File: config.mk
export PLATFORM = sky130hd
export DESIGN_NAME = wb_uart_rx_slave
export DESIGN_NICKNAME = d
export VERILOG_FILES = /design/src/rtl/wb_uart_rx_slave.sv
export SDC_FILE = /design/constraint.sdc
export NUM_CORES = 1
export LEC_CHECK = 0
export ABC_AREA = 1
export CAP_MARGIN = 40
export CORE_MARGIN = 1
export CORE_UTILIZATION = 61
export CTS_CLUSTER_SIZE = 10
export DETAILED_ROUTE_END_ITERATION = 8
export PLACE_DENSITY = 0.85
export REMOVE_ABC_BUFFERS = 1
export SLEW_MARGIN = 20
export SYNTH_ARGS = -nofsm -noshare
export SYNTH_HDL_FRONTEND = slang
export SYNTH_SLANG_ARGS = --single-unit
File: constraint.sdc
create_clock -name clock -period 5.3 [get_ports clock]
set_input_delay 1.06 -clock clock [delete_from_list [all_inputs] [get_ports clock]]
set_output_delay 1.06 -clock clock [all_outputs]
set_load 0.02 [all_outputs]
File: src/rtl/wb_uart_rx_slave.sv
// Wishbone B4 classic slave wrapping an 8N1 UART receiver.
// Received bytes queue in a FIFO; status, control and baud divider are bus-visible.
module wb_uart_rx_slave #(
    parameter logic [15:0] CLK_DIV    = 16'd868,
    parameter int          FIFO_DEPTH = 16
) (
    input  logic        clock,
    input  logic        reset,
    input  logic [31:0] wb_adr_i,
    input  logic [31:0] wb_dat_i,
    output logic [31:0] wb_dat_o,
    input  logic [3:0]  wb_sel_i,
    input  logic        wb_we_i,
    input  logic        wb_cyc_i,
    input  logic        wb_stb_i,
    output logic        wb_ack_o,
    input  logic        srx_i,
    output logic        int_o
);

    localparam int AW = $clog2(FIFO_DEPTH);
    localparam int CW = AW + 1;

    typedef enum logic [1:0] {IDLE, START, DATA, STOP} state_t;

    logic          sync1, sync2, rx_prev;
    logic          en, ie, ovr, fe;
    logic [15:0]   bauddiv;
    state_t        state;
    logic [15:0]   cnt;
    logic [2:0]    bitcnt;
    logic [7:0]    shreg;
    logic          push_pend, fe_pend;
    logic [7:0]    rx_byte;
    logic [7:0]    mem [FIFO_DEPTH];
    logic [AW-1:0] wptr, rptr;
    logic [CW-1:0] count;

    logic [15:0]   div_eff, half;
    logic          fall, nempty, full;
    logic          req, rd_pop, ctrl_wr, baud_wr, clr, flush;
    logic          do_push, ovr_set;
    logic [1:0]    addr;
    logic [31:0]   rdata;
    logic          unused;

    assign unused  = ^{wb_adr_i[31:4], wb_adr_i[1:0], wb_sel_i[3:2], wb_dat_i[31:16]};
    assign div_eff = (bauddiv < 16'd4) ? 16'd4 : bauddiv;
    assign half    = div_eff >> 1;
    assign fall    = rx_prev & ~sync2;
    assign nempty  = (count != '0);
    assign full    = (count == CW'(FIFO_DEPTH));

    assign addr    = wb_adr_i[3:2];
    assign req     = wb_cyc_i & wb_stb_i & ~wb_ack_o;
    assign rd_pop  = req & ~wb_we_i & (addr == 2'd0) & nempty;
    assign ctrl_wr = req & wb_we_i & (addr == 2'd2) & wb_sel_i[0];
    assign baud_wr = req & wb_we_i & (addr == 2'd3);
    assign clr     = ctrl_wr & wb_dat_i[1];
    assign flush   = ctrl_wr & wb_dat_i[3];

    // a pop in the same cycle frees the slot, so a full FIFO still accepts the byte
    assign do_push = push_pend & ~flush & (~full | rd_pop);
    assign ovr_set = push_pend & ~flush & full & ~rd_pop;

    // register read mux, sampled into wb_dat_o at the ack edge
    always_comb begin
        rdata = '0;
        case (addr)
            2'd0: rdata = {24'b0, nempty ? mem[rptr] : 8'h00};
            2'd1: rdata = {21'b0, 7'(count), fe, ovr, full, nempty};
            2'd2: rdata = {29'b0, ie, 1'b0, en};
            default: rdata = {16'b0, bauddiv};
        endcase
    end

    // two-flop synchronizer plus a delayed copy for falling-edge detection
    always_ff @(posedge clock) begin
        if (reset) begin
            sync1   <= 1'b1;
            sync2   <= 1'b1;
            rx_prev <= 1'b1;
        end else begin
            sync1   <= srx_i;
            sync2   <= sync1;
            rx_prev <= sync2;
        end
    end

    // receive FSM; the finished byte and its stop verdict are registered out
    always_ff @(posedge clock) begin
        if (reset) begin
            state     <= IDLE;
            cnt       <= '0;
            bitcnt    <= '0;
            shreg     <= '0;
            push_pend <= 1'b0;
            fe_pend   <= 1'b0;
            rx_byte   <= '0;
        end else begin
            push_pend <= 1'b0;
            fe_pend   <= 1'b0;
            if (!en) begin
                state <= IDLE;
                cnt   <= '0;
            end else begin
                case (state)
                    IDLE: begin
                        cnt <= '0;
                        if (fall) state <= START;
                    end
                    START: begin
                        if (cnt >= half - 16'd1) begin
                            cnt    <= '0;
                            bitcnt <= '0;
                            state  <= sync2 ? IDLE : DATA;
                        end else begin
                            cnt <= cnt + 16'd1;
                        end
                    end
                    DATA: begin
                        if (cnt >= div_eff - 16'd1) begin
                            cnt    <= '0;
                            shreg  <= {sync2, shreg[7:1]};
                            bitcnt <= bitcnt + 3'd1;
                            if (bitcnt == 3'd7) state <= STOP;
                        end else begin
                            cnt <= cnt + 16'd1;
                        end
                    end
                    default: begin
                        if (cnt >= div_eff - 16'd1) begin
                            cnt       <= '0;
                            state     <= IDLE;
                            push_pend <= sync2;
                            fe_pend   <= ~sync2;
                            rx_byte   <= shreg;
                        end else begin
                            cnt <= cnt + 16'd1;
                        end
                    end
                endcase
            end
        end
    end

    // control, divider and sticky error flags; new errors win over a clear
    always_ff @(posedge clock) begin
        if (reset) begin
            en      <= 1'b1;
            ie      <= 1'b0;
            bauddiv <= CLK_DIV;
            ovr     <= 1'b0;
            fe      <= 1'b0;
        end else begin
            if (ctrl_wr) begin
                en <= wb_dat_i[0];
                ie <= wb_dat_i[2];
            end
            if (baud_wr && wb_sel_i[0]) bauddiv[7:0]  <= wb_dat_i[7:0];
            if (baud_wr && wb_sel_i[1]) bauddiv[15:8] <= wb_dat_i[15:8];
            if (clr) begin
                ovr <= 1'b0;
                fe  <= 1'b0;
            end
            if (ovr_set) ovr <= 1'b1;
            if (fe_pend) fe  <= 1'b1;
        end
    end

    // FIFO pointers and occupancy; flush discards everything including a push
    always_ff @(posedge clock) begin
        if (reset || flush) begin
            wptr  <= '0;
            rptr  <= '0;
            count <= '0;
        end else begin
            if (do_push) wptr <= wptr + AW'(1);
            if (rd_pop)  rptr <= rptr + AW'(1);
            count <= count + CW'(do_push) - CW'(rd_pop);
        end
    end

    // FIFO storage
    always_ff @(posedge clock) begin
        if (do_push) mem[wptr] <= rx_byte;
    end

    // single-cycle ack with registered read data, zero outside the ack
    always_ff @(posedge clock) begin
        if (reset) begin
            wb_ack_o <= 1'b0;
            wb_dat_o <= '0;
        end else begin
            wb_ack_o <= req;
            wb_dat_o <= (req && !wb_we_i) ? rdata : 32'h0;
        end
    end

    // registered level interrupt
    always_ff @(posedge clock) begin
        if (reset) int_o <= 1'b0;
        else       int_o <= ie & (nempty | ovr | fe);
    end

endmodule
After elaboration in Yosys (flattened, before gate mapping):

Memory sizes are Yosys's and may differ from the RTL's. A register that Yosys moved wholly into a read port is not among the register bits.
Cells that the tools add are included.
W data, S select, Z words.

* flip-flop bits (word level): 109
* memory bits (writable): 128
* input bits: 74
* output and inout port bits: 34
* logic and storage cells: 118
* memories: 1

* add/sub/neg operators: 8
* $lt $le $gt $ge: 3
* equality and inequality tests: 11
* multiplexer cells: 23
* bitwise logic cells: 30
* reductions and logical operators: 20

Memories
* mem: words 16, width 8, read ports 1, clocked after Yosys merged registers in 1, wr ports 1, line 35 `logic [7:0] mem [FIFO_DEPTH];`

Operator list (count)
* $mux W16: 3
* $pmux W16 S3: 1
* $ge A16 B16 Y1: 2
* $pmux W16 S2: 1
* $and A1 B1 Y1: 17
* $add A16 B1 Y16 const B: 1
* $lt A16 B3 Y1 const B: 1
* $sub A15 B1 Y16 const B: 1
* $sub A16 B1 Y16 const B: 1
* $mux W2: 6
* $not A1 Y1: 10
* $add A4 B1 Y4 const B: 2
* $mux W4: 2
* $mux W8: 1
* $ne A2 B2 Y1 const B: 4
* $eq A2 B2 Y1 const B: 3
* $mux W3: 2
* $pmux W2 S3: 1
* $pmux W3 S2: 1
* $reduce_and A3 Y1: 2
* $reduce_bool A2 Y1: 3
* $reduce_or A6 Y1: 1
* $add A5 B1 Y5: 1
* $eq A5 B5 Y1 const B: 1
* other kinds (16): 27

Logic depth before layout (Yosys ltp):

* depth in word-level cells: 11
* mapped depth: 28
* gate-level depth less buffers: 28

Worst setup path before layout:

Ideal clock, no wire load.

* path kind: register -> register
* start: register bauddiv[6]
* end: register cnt[15]
* library setup time: 0.064 ns
* arrival: 3.278 ns
* data required time: 5.236 ns
* path slack: 1.958 ns
* cell stages (with the launch flop): 21
* buffers on the path: 2
* clock period less this slack: 3.342 ns
* cell sequence: dfxtp_1 -> buf_2 -> nor2_2 -> nand2_2 -> nor3_4 -> inv_4 -> nand2_1 -> ha_1 -> nand2_1 -> nor4_1 -> nand2_1 -> xor2_1 -> ha_1 -> a21oi_1 -> a21oi_1 -> nor2_1 -> nand3_1 -> nand2_1 -> nand2_2 -> buf_6 -> nor2_1

* longest elaborated chain between the ends: 6
* elaborated cells on any way between the ends: 9
* classes of those cells: add/sub: 2; order compare: 3; mux: 4

RTL lines
* from (decl): line 28 `logic [15:0] bauddiv;`
* from (signal assigned): line 160 `if (baud_wr && wb_sel_i[0]) bauddiv[7:0] <= wb_dat_i[7:0];`
* $lt A16 B3 Y1: line 48 `assign div_eff = (bauddiv < 16'd4) ? 16'd4 : bauddiv;`
* $mux W16 (*): line 48
* $sub A16 B1 Y16 / $sub A15 B1 Y16 (equally long branches): line 122, 132, 113
* $ge A16 B16 Y1, on equally long branches: line 122, 132, 113
* $mux W16, on equally long branches: line 122, 132, 113
* $pmux W16 S2 (*): line 107 `case (state)`
* to (signal assigned): line 118 `cnt <= cnt + 16'd1;`
* to (signal assigned): line 128 `cnt <= cnt + 16'd1;`
* to (signal assigned): line 139 `cnt <= cnt + 16'd1;`
* to (decl): line 30 `logic [15:0] cnt;`

Mark *: on every way between the ends. The rest lies on a longest branch, timed or not.
A chain may end at the register's enable or synchronous reset.

Final worst setup path:

* start: register bauddiv[15]
* end: register cnt[13]

Same word-level chain as after synthesis.

==> metrics.csv <==
metric,value,unit
cell family with most CP delay,simple AND/OR/NAND/NOR gates,
drt total wl,25000,um
die height,133,um
Worst Max-Slew Pin Slew,849,ps
RSZ-0062 raised after global routing,no,
Synth area leaders,"edfxtp_1, dfxtp_1, nor2_1, ha_1, nand2_1",
# rows,47,
Clock transition at path regs,60,ps
grt ovf,0,
Final Hold Vio Count,0,
Root Buffer,clkbuf_16,
gr usage total,28.8,%
min cycle time layout,4060,ps
dominant cell by count in the synthesized netlist,nor2_1,
remaining antenna violation count,0,
share of cells above drive strength 1,7.65,%
Initial Utilization,62.7,%
Routed wire per std cell,18.2,um
htree depth,1,
Placeable Area,0.0166,mm2
Die Span X,133,um
hold depth,1,
CP most frequent cell,nand2_1,
Post-synth EDFFs,128,
# setup viols final,0,
PwrDens,320,mW/mm2
Fin Clk Skew,20.0,ps
dominant synthesized flop cell,edfxtp_1,
vias per cell,5.82,
"Avg Cell Area, Syn",9.58,um2
Design Power,0.00376,W
status,"complete, no violations",
pin count of the biggest net entering global routing,65,
Reg-to-Reg End,cnt[13]$_SDFF_PP0_,
Leakage,4.46,nW
Crit. End Element,flip-flop,
R2R Path Start,bauddiv[15]$_SDFFE_PP0P_,
# DRC,0,
IO Count,108,
die area,0.0176,mm2
DRT Pass-1 Iters,5,
Slew Limit Fails,0,
via count of the routed design,7971,
vias in the first global route,7716,
fmax,246,MHz
#FFs+latches synth,225,
slowest CP cell,nor4_1,
synth unique cells,46,
hold buffers post-CTS,0,
Min-Delay Endpoint,sync2$_SDFF_PP1_,
max_slew headroom,43.2,%
Synth top area share,36.9,%
Max Root-Sink Buffers,3,
fin crit share,76.6,%
flop-to-flop setup slack,1240,ps
TritonCTS clock tree,yes,
CP cell instances,inv_1 -> nand2_1 -> nor2_1 -> nand2_2 -> nor3_4 -> inv_4 -> nand2_1 -> ha_1 -> nand2_1 -> nor4_1 -> nand2_1 -> xor2_1 -> ha_1 -> a21oi_1 -> a21oi_1 -> nor2_1 -> nand3_1 -> nand2_1 -> nand2_2 -> nor3_1,
Hold/Removal Path Class,reg -> reg,
required time worst endpoint,5740,ps
GP Congestion,0.893,
Finished Cell Area,0.0118,mm2
hold wc startpoint,sync1$_SDFF_PP1_,
CP peak stage delay,430,ps
post-DP HPWL,16400,um
peak supply drop,275,uV
Async SR Flop Fraction,0,%
Synth Instances,1089,
Syn Std Cell Area,0.0104,mm2
CP Buf/Inv Count,2,
clock latency on the worst-skew pair,530,ps
port bufs,43,
sequential-to-total area share from yosys stat,55.5,%
initial antenna violation count,1,
startpoint types,flip-flop,
WS Path Type,reg -> reg,
Area after DPL,0.0110,mm2
crit path max fanout,16,
max cap viols,0,
CTS buffer count,26,
number of diodes,0,
area growth from synthesis to layout,12.7,%
drt first-iter violations,696,
R2R cell count,20,
Synth area leader,edfxtp_1,
Worst EP arrival,4500,ps
Layout Nets,1258,
setup bufs post-CTS,0,
synth cell count leaders,"nor2_1, nand2_1, edfxtp_1",
first-pass GRT wire length,39600,um
Resize count post-CTS,0,
clock sinks,225,
accumulated negative setup slack,0,ps
Synth warnings,0,
==> how the worst max path moves through the flow <==
stage,to,from,cells after the start,slack [ps]
floorplan,cnt[13]$_SDFF_PP0_,bauddiv[11]$_SDFFE_PP0P_,20,1940
global placement,count[4]$_SDFF_PP0_,wb_adr_i[2],19,1320
detailed placement,count[4]$_SDFF_PP0_,wb_adr_i[2],19,1250
CTS,cnt[14]$_SDFF_PP0_,bauddiv[8]$_SDFFE_PP1P_,23,1320
global route,cnt[6]$_SDFF_PP0_,bauddiv[8]$_SDFFE_PP1P_,20,850
finish,cnt[13]$_SDFF_PP0_,bauddiv[15]$_SDFFE_PP0P_,20,1240
==> cell usage in the layout (no fill, tap or decap), types with 11 or more instances in the layout <==
master | Yosys | routed
ha_1 | 49 | 49
a21oi_1 | 59 | 59
xor2_1 | 32 | 32
clkbuf_16 | 0 | 26
nor3_1 | 17 | 17
o221ai_1 | 20 | 20
nand2_1 | 149 | 149
inv_2 | 11 | 11
dfxtp_1 | 97 | 96
clkbuf_1 | 22 | 15
nand3_1 | 49 | 49
inv_1 | 81 | 81
nor2_1 | 164 | 164
conb_1 | 2 | 17
o21ai_0 | 100 | 100
clkdlybuf4s50_1 | 0 | 43
edfxtp_1 | 128 | 128
==> worst reg2reg max path: stages, from the launching register on <==
cell and delay [ps]:
dfxtp_1 290, inv_1 200, nand2_1 90, nor2_1 120, nand2_2 80, nor3_4 260, inv_4 70, nand2_1 150
ha_1 240, nand2_1 150, nor4_1 430, nand2_1 120, xor2_1 160, ha_1 290, a21oi_1 150, a21oi_1 90
nor2_1 320, nand3_1 150, nand2_1 130, nand2_2 220, nor3_1 240
==> per-layer routing <==
metal / global-route usage (%) / vias up / part of all wire (%)
li1: - / 3775 / -
met1: 36.6 / 3709 / 39
met2: 48.5 / 424 / 48
met3: 6.59 / 63 / 10
met4: 9.58 / 0 / 2.7
met5: 0 / - / 0
==> kinds of logic after synthesis <==
family	Yosys count	share of synthesized area [%]
and+or+nand+nor	426	18.4
DFF	225	55.5
AOI/OAI and AO/OA	204	10.9
buffers and inverters	145	6.04
adders and majority gates	50	6.07
xor gates and xnor gates	37	3.11
other	2	0.0720
==> flip-flops by register name, indices dropped and copies added (netlist names), 2 cells and up, named ones only <==
register	count
bauddiv	16
bitcnt	3
cnt	16
count	5
mem	128
rptr	4
rx_byte	8
shreg	8
state	2
wb_dat_o	16
wptr	4
==> layout make-up <==
class	instances	area (um2)
well taps	220	275
clock buffers	42	721
multi-input cells	734	4070
clock inverters	2	21.3
fillers	1137	4890
repair buffers	52	518
flip-flops and latches	225	5790
inverters	95	360
==> power breakdown <==
| group | leakage (nW) | internal, W | switching [W] |
|---|---|---|---|
| clock network | 0.356 | 0.000921 | 0.000664 |
| logic | 2.14 | 0.000101 | 0.000206 |
| registers | 1.97 | 0.00185 | 0.0000188 |
| total | 4.46 | 0.00287 | 0.000889 |
==> through the flow <==
step	hold WS, ps	cells	util [%]	setup WS (ps)
2_1_floorplan	389	1054	-	1940
3_3_place_gp	392	1321	65.8	1320
3_5_place_dp	400	1322	66.0	1250
4_1_cts	413	1366	70.4	1320
5_1_grt	440	1370	70.6	851
6_report	414	1370	70.6	1240
No activity file was read; power rests on OpenSTA's default activity.
